===== src/rtl/mem_access_stage_if.sv =====
// Shared definitions and the data-memory bus interface for the MEM stage.
//
// mem_access_pkg
//   load_align_t : tells writeback which byte/half lanes of the raw word to extract.
//
// mem_access_stage_if : data-memory request/response bus
//   addr   word-aligned byte address            (stage -> memory)
//   rmask  byte read mask, nonzero while a load is outstanding
//   wmask  byte write mask, nonzero while a store is outstanding
//   wdata  lane-shifted store data              (stage -> memory)
//   rdata  read data, valid together with resp  (memory -> stage)
//   resp   one-cycle completion pulse           (memory -> stage)
//   Modports: master = MEM stage, slave = memory.

package mem_access_pkg;
  typedef enum logic [2:0] {
    la_nothing = 3'd0,
    la_lw      = 3'd1,
    la_lhw_l   = 3'd2,
    la_lhw_u   = 3'd3,
    la_lb_l    = 3'd4,
    la_lb_ml   = 3'd5,
    la_lb_mu   = 3'd6,
    la_lb_u    = 3'd7
  } load_align_t;
endpackage

interface mem_access_stage_if;
  logic [31:0] addr;
  logic [3:0]  rmask;
  logic [3:0]  wmask;
  logic [31:0] wdata;
  logic [31:0] rdata;
  logic        resp;

  modport master (output addr, rmask, wmask, wdata, input rdata, resp);
  modport slave  (input addr, rmask, wmask, wdata, output rdata, resp);
endinterface


===== src/rtl/mem_access_stage.sv =====
// Pipeline MEM stage between the EX/MEM register and the combinational
// writeback stage. Accepts one op per ex_valid/ex_ready handshake, issues the
// data-memory request, stalls upstream until the memory responds (or a timeout
// aborts the access) and produces the MEM/WB register.
//
// Ports
//   clk, rst_n        clock / async active-low reset
//   ex_valid          EX/MEM holds a valid op
//   ex_is_load/store  op class (mutually exclusive)
//   ex_funct3         RV32I width/sign code
//   ex_addr           effective byte address
//   ex_wdata          unshifted store data
//   ex_payload        opaque passthrough fields
//   ex_ready          stage can accept an op this cycle (IDLE only)
//   dmem              data-memory bus (master side)
//   wb_valid          one-cycle pulse per completed op
//   wb_load_align     lane-extraction code for writeback
//   wb_mem_rdata      raw captured read word (0 for non-loads)
//   wb_payload        registered passthrough fields
//   wb_misaligned     op was misaligned, no memory access made
//   wb_bus_err        op aborted by timeout

module mem_access_stage
  import mem_access_pkg::*;
#(
  parameter int PAYLOAD_W   = 96,
  parameter int TIMEOUT_CYC = 255
) (
  input  logic                 clk,
  input  logic                 rst_n,
  input  logic                 ex_valid,
  input  logic                 ex_is_load,
  input  logic                 ex_is_store,
  input  logic [2:0]           ex_funct3,
  input  logic [31:0]          ex_addr,
  input  logic [31:0]          ex_wdata,
  input  logic [PAYLOAD_W-1:0] ex_payload,
  output logic                 ex_ready,
  mem_access_stage_if.master   dmem,
  output logic                 wb_valid,
  output load_align_t          wb_load_align,
  output logic [31:0]          wb_mem_rdata,
  output logic [PAYLOAD_W-1:0] wb_payload,
  output logic                 wb_misaligned,
  output logic                 wb_bus_err
);

  typedef enum logic {st_idle, st_wait} state_t;

  // Last counter value of a WAIT period that is allowed to pass without a
  // response; the counter holds (WAIT cycle index - 1).
  localparam logic [7:0] TIMEOUT_LAST = 8'(TIMEOUT_CYC - 1);

  state_t               state_q, state_d;
  logic [31:0]          req_addr_q;
  logic [3:0]           req_mask_q;
  logic                 req_is_load_q;
  logic [31:0]          req_wdata_q;
  load_align_t          pend_align_q;
  logic [PAYLOAD_W-1:0] pend_payload_q;
  logic [7:0]           timeout_cnt_q;

  // Decode of the op presented by EX/MEM.
  logic        is_mem;
  logic        misaligned;
  logic [3:0]  byte_mask;
  load_align_t load_align;
  logic        timeout_hit;

  // FSM control strobes.
  logic accept_mem;
  logic pass_through;
  logic complete;
  logic abort;

  assign is_mem = ex_is_load | ex_is_store;

  // NOTE: every signal written here gets a default first so no path leaves
  // it unassigned, which would otherwise infer a latch.
  always_comb begin
    misaligned = 1'b0;
    byte_mask  = 4'b1111;
    load_align = la_nothing;
    // funct3[1:0] encodes access size for both loads and stores: 0=b, 1=h, 2=w.
    case (ex_funct3[1:0])
      2'b00: byte_mask = 4'b0001 << ex_addr[1:0];
      2'b01: begin
        byte_mask  = 4'b0011 << ex_addr[1:0];
        misaligned = is_mem & ex_addr[0];
      end
      default: misaligned = is_mem & (ex_addr[1:0] != 2'b00);
    endcase
    if (ex_is_load) begin
      case (ex_funct3[1:0])
        2'b00: begin
          case (ex_addr[1:0])
            2'd0:    load_align = la_lb_l;
            2'd1:    load_align = la_lb_ml;
            2'd2:    load_align = la_lb_mu;
            default: load_align = la_lb_u;
          endcase
        end
        2'b01:   load_align = ex_addr[1] ? la_lhw_u : la_lhw_l;
        default: load_align = la_lw;
      endcase
    end
  end

  assign timeout_hit = (TIMEOUT_CYC != 0) && (timeout_cnt_q == TIMEOUT_LAST);

  // ex_ready depends on state only, keeping EX free of a combinational loop.
  assign ex_ready = (state_q == st_idle);

  always_comb begin
    state_d      = state_q;
    accept_mem   = 1'b0;
    pass_through = 1'b0;
    complete     = 1'b0;
    abort        = 1'b0;
    case (state_q)
      st_idle: begin
        if (ex_valid) begin
          if (is_mem && !misaligned) begin
            accept_mem = 1'b1;
            state_d    = st_wait;
          end else begin
            pass_through = 1'b1;
          end
        end
      end
      st_wait: begin
        // A response in the timeout cycle still completes normally.
        if (dmem.resp) begin
          complete = 1'b1;
          state_d  = st_idle;
        end else if (timeout_hit) begin
          abort   = 1'b1;
          state_d = st_idle;
        end
      end
      default: state_d = st_idle;
    endcase
  end

  // NOTE: sequential state uses non-blocking assignments so every register
  // samples values from before the edge, independent of statement order.
  always_ff @(posedge clk or negedge rst_n) begin
    if (!rst_n) state_q <= st_idle;
    else        state_q <= state_d;
  end

  // Request registers: captured on acceptance and held stable through WAIT.
  always_ff @(posedge clk or negedge rst_n) begin
    if (!rst_n) begin
      req_addr_q     <= '0;
      req_mask_q     <= '0;
      req_is_load_q  <= 1'b0;
      req_wdata_q    <= '0;
      pend_align_q   <= la_nothing;
      pend_payload_q <= '0;
      timeout_cnt_q  <= '0;
    end else begin
      if (accept_mem) begin
        req_addr_q     <= {ex_addr[31:2], 2'b00};
        req_mask_q     <= byte_mask;
        req_is_load_q  <= ex_is_load;
        req_wdata_q    <= ex_wdata << {ex_addr[1:0], 3'b000};
        pend_align_q   <= load_align;
        pend_payload_q <= ex_payload;
        timeout_cnt_q  <= '0;
      end else if (state_q == st_wait) begin
        timeout_cnt_q <= timeout_cnt_q + 8'd1;
      end
    end
  end

  // Masks are gated by state so they drop on the edge that leaves WAIT,
  // including an asynchronous reset.
  assign dmem.addr  = req_addr_q;
  assign dmem.wdata = req_wdata_q;
  assign dmem.rmask = (state_q == st_wait &&  req_is_load_q) ? req_mask_q : 4'b0000;
  assign dmem.wmask = (state_q == st_wait && !req_is_load_q) ? req_mask_q : 4'b0000;

  // MEM/WB register: wb_valid pulses for one cycle, the rest holds.
  always_ff @(posedge clk or negedge rst_n) begin
    if (!rst_n) begin
      wb_valid      <= 1'b0;
      wb_load_align <= la_nothing;
      wb_mem_rdata  <= '0;
      wb_payload    <= '0;
      wb_misaligned <= 1'b0;
      wb_bus_err    <= 1'b0;
    end else begin
      wb_valid <= pass_through | complete | abort;
      if (pass_through) begin
        wb_load_align <= la_nothing;
        wb_mem_rdata  <= '0;
        wb_payload    <= ex_payload;
        wb_misaligned <= misaligned;
        wb_bus_err    <= 1'b0;
      end else if (complete) begin
        wb_load_align <= pend_align_q;
        wb_mem_rdata  <= req_is_load_q ? dmem.rdata : 32'd0;
        wb_payload    <= pend_payload_q;
        wb_misaligned <= 1'b0;
        wb_bus_err    <= 1'b0;
      end else if (abort) begin
        // No data came back, so writeback gets nothing to extract.
        wb_load_align <= la_nothing;
        wb_mem_rdata  <= '0;
        wb_payload    <= pend_payload_q;
        wb_misaligned <= 1'b0;
        wb_bus_err    <= 1'b1;
      end
    end
  end

endmodule


===== src/flat_wrapper.sv =====
// flat-port wrapper written by rule: the top's interface ports become plain ports
module mem_access_stage_flat import mem_access_pkg::*;
#(
  parameter int PAYLOAD_W   = 96,
  parameter int TIMEOUT_CYC = 255
)
  (clk, rst_n, ex_valid, ex_is_load, ex_is_store, ex_funct3, ex_addr, ex_wdata, ex_payload, ex_ready, wb_valid, wb_load_align, wb_mem_rdata, wb_payload, wb_misaligned, wb_bus_err, dmem_addr, dmem_rmask, dmem_wmask, dmem_wdata, dmem_rdata, dmem_resp);
  mem_access_stage_if dmem_i ();
  input  logic clk;
  input  logic rst_n;
  input  logic ex_valid;
  input  logic ex_is_load;
  input  logic ex_is_store;
  input  logic [2:0] ex_funct3;
  input  logic [31:0] ex_addr;
  input  logic [31:0] ex_wdata;
  input  logic [PAYLOAD_W-1:0] ex_payload;
  output logic ex_ready;
  output logic wb_valid;
  output load_align_t wb_load_align;
  output logic [31:0] wb_mem_rdata;
  output logic [PAYLOAD_W-1:0] wb_payload;
  output logic wb_misaligned;
  output logic wb_bus_err;
  output wire logic [$bits(dmem_i.addr)-1:0] dmem_addr;
  output wire logic [$bits(dmem_i.rmask)-1:0] dmem_rmask;
  output wire logic [$bits(dmem_i.wmask)-1:0] dmem_wmask;
  output wire logic [$bits(dmem_i.wdata)-1:0] dmem_wdata;
  input wire logic [$bits(dmem_i.rdata)-1:0] dmem_rdata;
  input wire logic [$bits(dmem_i.resp)-1:0] dmem_resp;
  assign dmem_addr = dmem_i.addr;
  assign dmem_rmask = dmem_i.rmask;
  assign dmem_wmask = dmem_i.wmask;
  assign dmem_wdata = dmem_i.wdata;
  assign dmem_i.rdata = dmem_rdata;
  assign dmem_i.resp = dmem_resp;
  mem_access_stage #(.PAYLOAD_W(PAYLOAD_W), .TIMEOUT_CYC(TIMEOUT_CYC)) u_core (.clk(clk), .rst_n(rst_n), .ex_valid(ex_valid), .ex_is_load(ex_is_load), .ex_is_store(ex_is_store), .ex_funct3(ex_funct3), .ex_addr(ex_addr), .ex_wdata(ex_wdata), .ex_payload(ex_payload), .ex_ready(ex_ready), .dmem(dmem_i), .wb_valid(wb_valid), .wb_load_align(wb_load_align), .wb_mem_rdata(wb_mem_rdata), .wb_payload(wb_payload), .wb_misaligned(wb_misaligned), .wb_bus_err(wb_bus_err));
endmodule

===== config.mk =====
export PLATFORM = sky130hd
export DESIGN_NAME = mem_access_stage_flat
export DESIGN_NICKNAME = d
export VERILOG_FILES = /design/src/rtl/mem_access_stage_if.sv /design/src/rtl/mem_access_stage.sv /design/src/flat_wrapper.sv
export SDC_FILE = /design/constraint.sdc
export NUM_CORES = 1
export LEC_CHECK = 0
export CELL_PAD_IN_SITES_DETAIL_PLACEMENT = 0
export CELL_PAD_IN_SITES_GLOBAL_PLACEMENT = 2
export CORE_ASPECT_RATIO = 0.9
export CORE_MARGIN = 5
export CORE_UTILIZATION = 25
export CTS_CLUSTER_DIAMETER = 100
export DETAILED_ROUTE_END_ITERATION = 8
export PLACE_DENSITY = 0.68
export RECOVER_POWER = 50
export SLEW_MARGIN = 10
export SYNTH_ARGS = -nofsm -noshare
export SYNTH_HDL_FRONTEND = slang
export SYNTH_SLANG_ARGS = --single-unit

===== constraint.sdc =====
create_clock -name clk -period 2.27 [get_ports clk]
set_clock_uncertainty 0.05 [all_clocks]
set_input_delay 0.681 -clock clk [delete_from_list [all_inputs] [get_ports clk]]
set_output_delay 0.681 -clock clk [all_outputs]
set_load 0.01 [all_outputs]

==> key figures, run 1 <==
Finish
  • Layout cells sized above 1: around 19%
  • Core Util, Final: 36.6%
  • P&R area growth vs syn: 44.3%
  • Fin nets: 1781
  • Area of the multi-input gates: 5760 um^2
  • FILL cells: 5701
  • Final cell count without fillers: 2370
  • Storage cell area: 7730 um^2

Timing
  • Count of final setup violators: 0
  • Max_slew headroom: 32.5%
  • Final hold violation count: 0
  • Unrepaired setup endpoints after global routing: false
  • Fin crit share: 97.3%
  • Slew @ Worst Pin: ~1.0 ns
  • PnR worst setup slack: 0.0618 ns
  • Post-layout min period: roughly 2.2 ns
  • Fin. max-slew vios: 0
  • Fmax: 0.453 GHz

Floorplan
  • Core Area: 57300 um^2
  • IO Pins: 408
  • Height of the chip: between 200 and 250 um
  • Chip width: 264 um
  • Starting density of the core: 25.4%
  • Row count: between 80 and 90
  • Die Area: 63100 um^2

Detailed routing
  • M1 wire length: around 23 mm
  • Initial DRC count: 571
  • DRC Markers: 0
  • Post-route ant nets: 0
  • Highest routed layer: met5
  • Wire length on met2: 23.9 mm
  • Vias per cell: about 4.9
  • Routed WL per cell: 21.9 um
  • Routed wire length: ~52 mm
  • Via count: 11600
  • DR WL met3: 3.99 mm
  • Drt pass-1 iters: 4

Power and ir drop
  • PwrDens: 1220 nW/um^2
  • VDD IR max: 682 uV
  • Combinational share of power: between 30% and 40%
  • Sw frac: 32.7%
  • Reg power frac: 37.0%
  • Psw: 8.39 mW
  • Pleak: ~8.5 nW
  • Internal: 17.2 mW
  • Clock network fraction of total power: between 20% and 30%
  • PnR Total Power: 25.6 mW

Clock tree
  • CTS sink cnt: 309
  • CTS buffer count: 39
  • Worst skew pair latency: 0.54 ns
  • CTS tree: built
  • Clk slew on worst S/H paths: about 0.060 ns
  • Clock Tree Buf Depth: 3
  • H-tree depth: 2
  • Root Driver: clkbuf_16

Setup path
  • Flop-to-flop setup slack: 0.22 ns
  • Buf+Inv Stages, Crit Path: 1
  • Crit-path cells: clkdlybuf4s50_1
  • CP max FO: 2
  • Worst flop-to-flop path endpoint: u_core.wb_payload[53]
  • Critical Path End Type: primary output
  • Top cell family by delay on the critical path: buffers and inverters
  • Max incr delay on CP: approximately 0.60 ns
  • Slowest CP cell: clkdlybuf4s50_1
  • Setup crit start kind: register
  • Setup Crit Path Kind: reg2out
  • Critical Path RT: 1.54 ns
  • Reg2reg path depth: 5
  • Worst Path Arrival: 1.48 ns
  • Reg2reg start: u_core.state_q

Synthesis
  • Synth Warn #: 0
  • Synth area leaders: dfrtp_1 (53%), a211oi_1 (10%), mux2_2 (8.1%)
  • Predominant post-synthesis flop cell: dfrtp_1
  • Sequential share of the synthesized area: about 53%
  • Post-synth EDFFs: 0
  • Synthesized area: around 15000 um^2
  • Mapped Cells: 1173
  • Ys async rst share: 100%
  • Mean Syn Cell Area: roughly 12 um^2
  • Cell variety after synth: 46
  • Yosys top cell by area: dfrtp_1
  • Yosys top cell area share: approximately 53%
  • Yosys reg bits: 309

Placement
  • Count of input and output buffers: 404
  • Dpl hpwl: 34.6 mm
  • Gpl congestion: 0.754
  • Worst slack, placed: -0.474 ns
  • Placed cells: between 2000 and 2500

Worst hold path
  • WHS Path Cells: 1
  • Hold endpoint: u_core.pend_payload_q[88]
  • Worst min-delay path startpoint: u_core.pend_payload_q[88]
  • Worst min path class: reg2reg

Global routing
  • Global-route wire length before repair: 79.6 mm
  • Antenna violations before repair: 5
  • Largest net degree at the start of global routing: ~80
  • GRT Residual Overflow: 0
  • Number of global-route vias before repair: 12500
  • GRT Util Overall: 16.0%

Outcome
  • Status: complete, no violations

Flow run
  • Number of max-cap violations: 0
final cells by class:
class / instances / share of cell area, %
Timing Repair Buffer: 496 / 23.3
Multi-Input combinational cell: 632 / 27.5
Clock inverter: 11 / 0.638
Inverter: 100 / 1.79
Sequential cell: 309 / 36.9
Tap cell: 765 / 4.56
Antenna cell: 4 / 0.0477
Clock buffer: 53 / 5.30
worst max-delay path by stage:
stage	startpoint	end	depth (start not counted)
global placement	ex_valid	u_core.wb_payload[63]	5
global route	u_core.wb_payload[69]	wb_payload[69]	1
floorplan	ex_funct3[0]	u_core.dmem.wdata[12]	6
CTS	u_core.state_q	dmem_rmask[3]	3
finish	u_core.wb_payload[37]	wb_payload[37]	1
detailed placement	ex_valid	u_core.wb_payload[53]	5
metal layers:
layer / GRT usage [%] / vias up
met5: 0 / -
met4: 4.42 / 4
met3: 5.28 / 74
met2: 25.0 / 345
met1: 21.4 / 5898
li1: - / 5277
registers in the layout, summed over array words and instances (netlist names):
| name | count |
|---|---|
| u_core.dmem.wdata | 32 |
| u_core.wb_misaligned | 1 |
| u_core.pend_payload_q | 96 |
| u_core.wb_mem_rdata | 32 |
| u_core.dmem.addr | 30 |
| u_core.req_mask_q | 4 |
| u_core.timeout_cnt_q | 8 |
| u_core.wb_payload | 96 |
| u_core.wb_load_align | 3 |
| u_core.req_is_load_q | 1 |
| u_core.wb_bus_err | 1 |
| u_core.wb_valid | 1 |
| u_core.pend_align_q | 3 |
| u_core.state_q | 1 |
cell families (layout without fill, tap and decap cells):
group / Yosys count / after routing / synth area share, %
AOI/OAI and AO/OA: 382 / 382 / 23.1
DFF: 309 / 309 / 53.2
buffers and inverters: 233 / 660 / 7.25
muxes: 187 / 187 / 14.2
and+or+nand+nor: 58 / 58 / 2.05
adders and majority gates: 2 / 2 / 0.172
other: 1 / 6 / 0.0258
xor gates and xnor gates: 1 / 1 / 0.0602
metrics by stage:
step / hold slack [ns] / cell area [um^2] / TNS, ns
CTS: 0.444 / 21300 / -0.133
global placement: 0.424 / 20000 / -85.36
detailed placement: 0.431 / 20000 / -87.16
finish: 0.439 / 21000 / 0
global route: 0.446 / 21000 / 0
floorplan: 0.335 / 14500 / 0
cell usage in the layout (no fill, tap or decap), drive strengths merged, types with 5 or more instances in the layout:
cell type / count
a31oi: 6
a221oi: 96
and2: 5
o31ai: 9
nand2: 15
inv: 101
clkdlybuf4s50: 354
mux2: 155
o2bb2ai: 10
buf: 82
clkinv: 7
and3: 5
dfrtp: 309
mux2i: 32
nor2: 15
a211oi: 193
a32o: 35
clkbuf: 85
dlygate4sd2: 23
o21ai: 22
Yosys cell counts (all sizes together), types with 2 or more instances:
master / number
a211oi: 193
o21ai: 22
a32o: 35
or2: 2
ha: 2
mux2i: 32
and3: 5
nor2b: 3
o31ai: 9
dfrtp: 309
clkbuf: 58
a21oi: 4
buf: 75
or3: 3
a31oi: 6
o2bb2ai: 10
and2: 5
nor3: 2
inv: 100
nand4: 3
and4: 2
nor2: 15
a221oi: 96
mux2: 155
nand2: 15
nand3: 2
timing repair:
item,in CTS,in global routing
hold buffers,1,0
pin swaps,1,0
gates cloned,0,0
endpoints found under the hold margin,21,0
gates resized for setup,51,24
setup endpoints to repair,31,24
buffers inserted,0,1
power by group through the flow:
stage | sequential, mW | clock, mW | combinational [mW]
floorplan | 10.0 | 0 | 4.34
global placement | 9.51 | 0 | 10.5
detailed placement | 9.60 | 0 | 10.6
CTS | 9.54 | 6.44 | 10.5
global route | 9.84 | 6.65 | 10.8
finish | 9.50 | 6.16 | 9.98
No activity file was read; power rests on OpenSTA's default activity.
==> inputs of run 2 (changes only) <==
--- a/config.mk
+++ b/config.mk
@@ -11,6 +11,7 @@
 export CORE_MARGIN = 5
 export CORE_UTILIZATION = 25
 export CTS_CLUSTER_DIAMETER = 100
+export CTS_CLUSTER_SIZE = 25
 export DETAILED_ROUTE_END_ITERATION = 8
 export PLACE_DENSITY = 0.68
 export RECOVER_POWER = 50
==> run 2 against run 1 <==
  * Clock-buffer cell count shrank 33
  * Largest power group unchanged
  * Maximum frequency decreased by 0.73%
  * Sequential share of layout area up 1.2 points
  * Core utilization is 1.1 points lower
  * Non-clock buffer count grew 1
  * Critical path type unchanged
  * Flip-flop and latch count unchanged
  * Global-route usage decreased by 0.31 points
==> key figures, run 2 (same netlist as run 1, synthesis figures left out) <==
Finish
  • Largest registers: u_core.pend_payload_q (96), u_core.wb_payload (96)
  • Most frequent cells in the layout: clkdlybuf4s50_1 (316), dfrtp_1 (309), a211oi_1 (193)
  • P&R area growth vs syn: 39.8%
  • Fin nets: 1761 (-1.1%)
  • Commonest non-fill, non-tap cell in the layout: clkdlybuf4s50_1
  • Layout cells sized above 1: 18.7% (-0.66 points)
  • Post-route design area: 20300 um^2 (-3.1%)

Setup path
  • Worst Path Arrival: 1.49 ns (about the same)
  • Flop-to-flop setup slack: 0.31 ns (+0.09 ns)
  • Setup crit start kind: register
  • Max incr delay on CP: 0.55 ns (-0.05 ns)
  • Reg2reg path depth: 6 (+1)
  • Top cell family by delay on the critical path: buffers and inverters
  • Slowest CP cell: clkdlybuf4s50_1
  • Buf+Inv Stages, Crit Path: 1 (unchanged)
  • Crit. path cell count: 1 (unchanged)
  • CP max FO: 2 (unchanged)
  • Worst flop-to-flop path endpoint: u_core.wb_payload[30]
  • Reg2reg start: u_core.timeout_cnt_q[0]
  • Crit-path cells: clkdlybuf4s50_1
  • Critical Path RT: 1.54 ns (about the same)
  • Critical Path End Type: primary output
  • Setup Crit Path Kind: reg2out

Detailed routing
  • Initial DRC count: 542 (-5.1%)
  • Via count: 11400 (-1.3%)
  • Drt pass-1 iters: 6 (+2)
  • Vias per cell: 4.90 (+0.15%)
  • Post-route ant nets: 0 (unchanged)
  • DRC Markers: 0 (unchanged)
  • Routed WL per cell: 22.1 um (+0.55%)
  • Routed wire length: 51.6 mm (-0.90%)

Power and ir drop
  • PwrDens: 1150 nW/um^2 (-6.3%)
  • Pleak: 8.24 nW (-3.6%)
  • VDD IR max: 744 uV (+9.1%)

Placement
  • Dpl hpwl: 34.6 mm (unchanged)
  • Post-Place Cell Area: 20000 um^2 (unchanged)
  • Gpl congestion: 0.754 (unchanged)
  • Count of input and output buffers: 404 (unchanged)

Outcome
  • Status: complete, no violations

Clock tree
  • Clk slew on worst S/H paths: 0.11 ns (+0.05 ns)
  • Clock Tree Buf Depth: 3 (unchanged)
  • Worst skew pair latency: 0.54 ns (about the same)
  • CTS sink cnt: 309 (unchanged)
  • Root Driver: clkbuf_16
  • CTS buffer count: 18 (-54%)
  • CTS tree: built
  • H-tree depth: 1 (-1)

Floorplan
  • IO Pins: 408 (unchanged)
  • Starting density of the core: 25.4% (unchanged)
  • Height of the chip: 239 um (unchanged)
  • Core Area: 57300 um^2 (unchanged)
  • Die Area: 63100 um^2 (unchanged)
  • Chip width: 264 um (unchanged)
  • Row count: 83 (unchanged)

Timing
  • Count of final setup violators: 0 (unchanged)
  • Fin. max-slew vios: 0 (unchanged)
  • Post-layout min period: 2.22 ns (+0.0161 ns)
  • Final hold violation count: 0 (unchanged)
  • Unrepaired setup endpoints after global routing: false
  • Slew @ Worst Pin: 0.965 ns (-0.0478 ns)
  • Fmax: 0.450 GHz (-0.73%)
  • Max_slew headroom: 35.7% (+3.2 points)
  • Fin crit share: 98.0% (+0.71 points)
  • Hold slack final: 0.445 ns (+0.00631 ns)

Worst hold path
  • Hold endpoint: u_core.pend_payload_q[88]
  • WHS Path Cells: 1 (unchanged)
  • Worst min-delay path startpoint: u_core.pend_payload_q[88]
  • Worst min path class: reg2reg

Global routing
  • Number of global-route vias before repair: 12300 (-2.2%)
  • Largest net degree at the start of global routing: 78 (unchanged)
  • Antenna violations before repair: 5 (unchanged)
  • GRT Residual Overflow: 0 (unchanged)
  • GRT Util Overall: 15.7% (-0.31 points)
  • Global-route wire length before repair: 78.7 mm (-1.1%)

Flow run
  • Number of max-cap violations: 0 (unchanged)
==> run 2: stage by stage <==
step	TNS, ns	setup WS (ns)	utilization [%]	total power, mW	cells
floorplan	0	0.180	-	14.4	1174
global placement	-85.36	-0.437	35.0	20.0	2300
detailed placement	-87.16	-0.474	35.0	20.2	2300
CTS	-0.162	-0.0726	36.0	24.1	2330
global route	0	0.000141	35.4	24.8	2334
finish	0	0.0456	35.5	23.3	2336
==> run 2: what timing repair did <==
item | CTS | global route
pin swaps | 1 | 0
hold endpoints to repair | 21 | 0
setup endpoints to repair | 39 | 54
gates resized for setup | 63 | 51
hold buffers | 1 | 0
setup buffers | 0 | 2
==> run 2: how the worst max path moves through the flow <==
stage	startpoint	end	slack [ns]
3_3_place_gp	ex_valid	u_core.wb_payload[63]	-0.44
2_1_floorplan	ex_funct3[0]	u_core.dmem.wdata[12]	0.18
4_1_cts	u_core.state_q	dmem_rmask[3]	-0.07
6_report	u_core.dmem.wdata[0]	dmem_wdata[0]	0.05
5_1_grt	u_core.wb_payload[76]	wb_payload[76]	0.0001
3_5_place_dp	ex_valid	u_core.wb_payload[53]	-0.47
==> run 2: cell type report <==
| class | instances | area, um^2 |
|---|---|---|
| Fill cell | 5746 | 37000 |
| Inverter | 100 | 375 |
| Clock buffer | 20 | 489 |
| Multi-Input combinational cell | 632 | 5810 |
| Clock inverter | 9 | 135 |
| Sequential cell | 309 | 7730 |
| Tap cell | 765 | 957 |
| Timing Repair Buffer | 497 | 4810 |
| Antenna cell | 4 | 10.0 |
==> run 2: routing by layer <==
metal  track usage, %  vias to the layer above  share of wire [%]
li1                 -                     5230                  -
met1             21.4                     5864                 45
met2             25.1                      308                 46
met3             4.86                       43                7.2
met4             2.82                        4                1.8
met5                0                        -              0.050
==> run 2: report_power, final <==
group / internal, mW / switching (mW) / leakage (nW)
Sequential: 8.01 / 1.45 / 3.69
Combinational: 5.29 / 4.56 / 4.25
Clock: 1.84 / 2.12 / 0.301
==> inputs of run 3 (changes only) <==
--- a/config.mk
+++ b/config.mk
@@ -5,11 +5,13 @@
 export SDC_FILE = /design/constraint.sdc
 export NUM_CORES = 1
 export LEC_CHECK = 0
+export ABC_CLOCK_PERIOD_IN_PS = 2270
 export CELL_PAD_IN_SITES_DETAIL_PLACEMENT = 0
 export CELL_PAD_IN_SITES_GLOBAL_PLACEMENT = 2
 export CORE_ASPECT_RATIO = 0.9
 export CORE_MARGIN = 5
 export CORE_UTILIZATION = 25
+export CTS_BUF_LIST = sky130_fd_sc_hd__clkbuf_4 sky130_fd_sc_hd__clkbuf_8
 export CTS_CLUSTER_DIAMETER = 100
 export CTS_CLUSTER_SIZE = 25
 export DETAILED_ROUTE_END_ITERATION = 8
==> run 3 against run 2 <==
  * Setup slack got worse by 0.00061 ns
  * Hold slack better by 0.011 ns
  * Sequential share of layout area rose by 0.23 points
  * Design area fell by 0.60%
  * Combinational power is 3.6% lower
  * Power shrank 5.5%
  * Clock power fell by 22%
  * Wire length increased by 0.43%
  * Global-route usage about the same
  * Critical path depth increased by 5
  * Critical path type is now in2reg
==> key figures, run 3 (same netlist as run 1, synthesis figures left out) <==
Power and ir drop
  • VDD IR max: 658 uV (-12%)
  • Pleak: 8.57 nW (+4.0%)
  • PwrDens: 1090 nW/um^2 (-4.9%)

Worst hold path
  • Hold endpoint: u_core.pend_payload_q[66]
  • Worst min path class: reg2reg
  • Worst min-delay path startpoint: u_core.pend_payload_q[66]
  • WHS Path Cells: 1 (unchanged)

Timing
  • Fin. max-slew vios: 0 (unchanged)
  • Slew @ Worst Pin: 1.02 ns (+0.0538 ns)
  • Max_slew headroom: 32.1% (-3.6 points)
  • Unrepaired setup endpoints after global routing: true
  • Fmax: 0.449 GHz (about the same)
  • Post-layout min period: 2.22 ns (+0.000615 ns)
  • Final hold violation count: 0 (unchanged)
  • Count of final setup violators: 0 (unchanged)
  • Fin crit share: 98.0% (about the same)
  • TNS Setup: 0 ns (unchanged)

Finish
  • P&R area growth vs syn: 39.0%
  • Area of the multi-input gates: 5850 um^2 (+0.62%)
  • Fin nets: 1776 (+0.85%)
  • Largest registers: u_core.pend_payload_q (96), u_core.wb_payload (96)
  • Most frequent cells in the layout: dfrtp_1 (309), dlygate4sd2_1 (196), clkdlybuf4s50_1 (195)
  • FILL cells: 5806 (+1.0%)
  • Storage cell area: 7730 um^2 (unchanged)
  • Commonest non-fill, non-tap cell in the layout: dfrtp_1
  • Layout cells sized above 1: 19.8% (+1.2 points)
  • Core Util, Final: 35.2% (-0.21 points)
  • Post-route design area: 20200 um^2 (-0.60%)
  • Final cell count without fillers: 2349 (+0.56%)

Global routing
  • Antenna violations before repair: 4 (-1)
  • Largest net degree at the start of global routing: 78 (unchanged)
  • GRT Util Overall: 15.7% (about the same)
  • Top Usage Layer GRT: met2
  • M2 GR Usage: 25.1% (+0.031 points)
  • Global-route wire length before repair: 78.8 mm (about the same)
  • Met3 usage: 4.75% (-0.10 points)
  • GR Util met1: 21.5% (+0.052 points)
  • GRT Residual Overflow: 0 (unchanged)
  • Number of global-route vias before repair: 12300 (+0.45%)

Detailed routing
  • Via count: 11500 (+0.33%)
  • DRC Markers: 0 (unchanged)
  • Post-route ant nets: 0 (unchanged)
  • Vias per cell: 4.89 (-0.22%)
  • Routed wire length: 51.8 mm (+0.43%)
  • Drt pass-1 iters: 4 (-2)
  • Routed WL per cell: 22.0 um (-0.13%)
  • Initial DRC count: 464 (-14%)

Clock tree
  • CTS sink cnt: 309 (unchanged)
  • CTS tree: built
  • Worst skew pair latency: 0.60 ns (+0.06 ns)
  • CTS buffer count: 18 (unchanged)
  • Root Driver: clkbuf_8
  • Clk slew on worst S/H paths: 0.14 ns (+0.03 ns)
  • Clock Tree Buf Depth: 3 (unchanged)
  • H-tree depth: 1 (unchanged)

Setup path
  • CP max FO: 13 (+11)
  • Reg2reg path depth: 5 (-1)
  • Setup crit start kind: primary input
  • Critical Path RT: 2.73 ns (+1.19 ns)
  • Flop-to-flop setup slack: 0.19 ns (-0.12 ns)
  • Worst Path Arrival: 2.68 ns (+1.19 ns)
  • Setup Crit Path Kind: in2reg
  • Critical Path End Type: register
  • Reg2reg start: u_core.state_q
  • Worst flop-to-flop path endpoint: u_core.wb_payload[50]

Floorplan
  • IO Pins: 408 (unchanged)
  • Core Area: 57300 um^2 (unchanged)
  • Chip width: 264 um (unchanged)
  • Starting density of the core: 25.4% (unchanged)
  • Row count: 83 (unchanged)
  • Height of the chip: 239 um (unchanged)
  • Die Area: 63100 um^2 (unchanged)

Placement
  • Placed cells: 2300 (unchanged)
  • Count of input and output buffers: 404 (unchanged)
  • Post-Place Cell Area: 20000 um^2 (unchanged)
  • Gpl congestion: 0.754 (unchanged)
  • Dpl hpwl: 34.6 mm (unchanged)

Outcome
  • Status: complete, no violations

Flow run
  • Number of max-cap violations: 0 (unchanged)
run 3: cell types whose count changed in the layout (fill, tap and decap cells not counted), sizes merged, moves of 2 or more:
cell,change
clkbuf,-19
diode,-2
clkdlybuf4s25,-20
dlygate4sd2,+165
buf,+8
clkdlybuf4s50,-121
run 3: worst max-delay path by stage:
| stage | start | slack [ns] | endpoint |
|---|---|---|---|
| detailed placement | ex_valid | -0.47 | u_core.wb_payload[53] |
| CTS | u_core.state_q | -0.15 | dmem_rmask[3] |
| floorplan | ex_funct3[0] | 0.18 | u_core.dmem.wdata[12] |
| finish | ex_is_store | 0.05 | u_core.req_is_load_q |
| global route | u_core.state_q | -0.04 | dmem_wmask[0] |
| global placement | ex_valid | -0.44 | u_core.wb_payload[63] |
run 3: metrics by stage:
step / worst slack [ns] / hold WS (ns) / total power [mW]
after floorplan: 0.180 / 0.335 / 14.4
after global placement: -0.437 / 0.424 / 20.0
after detailed placement: -0.474 / 0.431 / 20.2
after CTS: -0.153 / 0.392 / 22.3
after global routing: -0.0434 / 0.468 / 23.5
final: 0.0450 / 0.456 / 22.0
run 3: cell type report:
type / instances / share of cell area, %
flip-flops and latches: 309 / 38.3
multi-input cells: 632 / 29.0
repair buffers: 512 / 24.1
well taps: 765 / 4.74
inverters: 100 / 1.86
clock buffers: 20 / 1.36
clock inverters: 9 / 0.669
diodes: 2 / 0.0248
run 3: power by group:
group / internal [mW] / total (mW) / switching [mW] / leakage [nW]
logic: 4.87 / 9.50 / 4.62 / 4.67
clock network: 1.10 / 3.10 / 2.00 / 0.204
registers: 8.00 / 9.40 / 1.40 / 3.69
total: 14.0 / 22.0 / 8.03 / 8.57
run 3: timing repair:
action                                  CTS  global route
setup buffers                            13             4
endpoints found under the setup margin  205             9
gates resized for setup                 226            32
hold buffers                              1             0
pin swaps                                 1             0
hold endpoints to repair                 21             0
run 3: critical path: stages:
cell	delay, ns
dlygate4sd3_1	0.59
o2bb2ai_1	0.07
buf_4	0.15
nor3_4	0.25
clkbuf_1	0.53
mux2_2	0.40
run 3: metal layers:
metal | routed length (um) | part of all wire, %
met2 | 24000 | 46
met1 | 23200 | 45
met3 | 3590 | 6.9
met5 | 26 | 0.050
met4 | 974 | 1.9
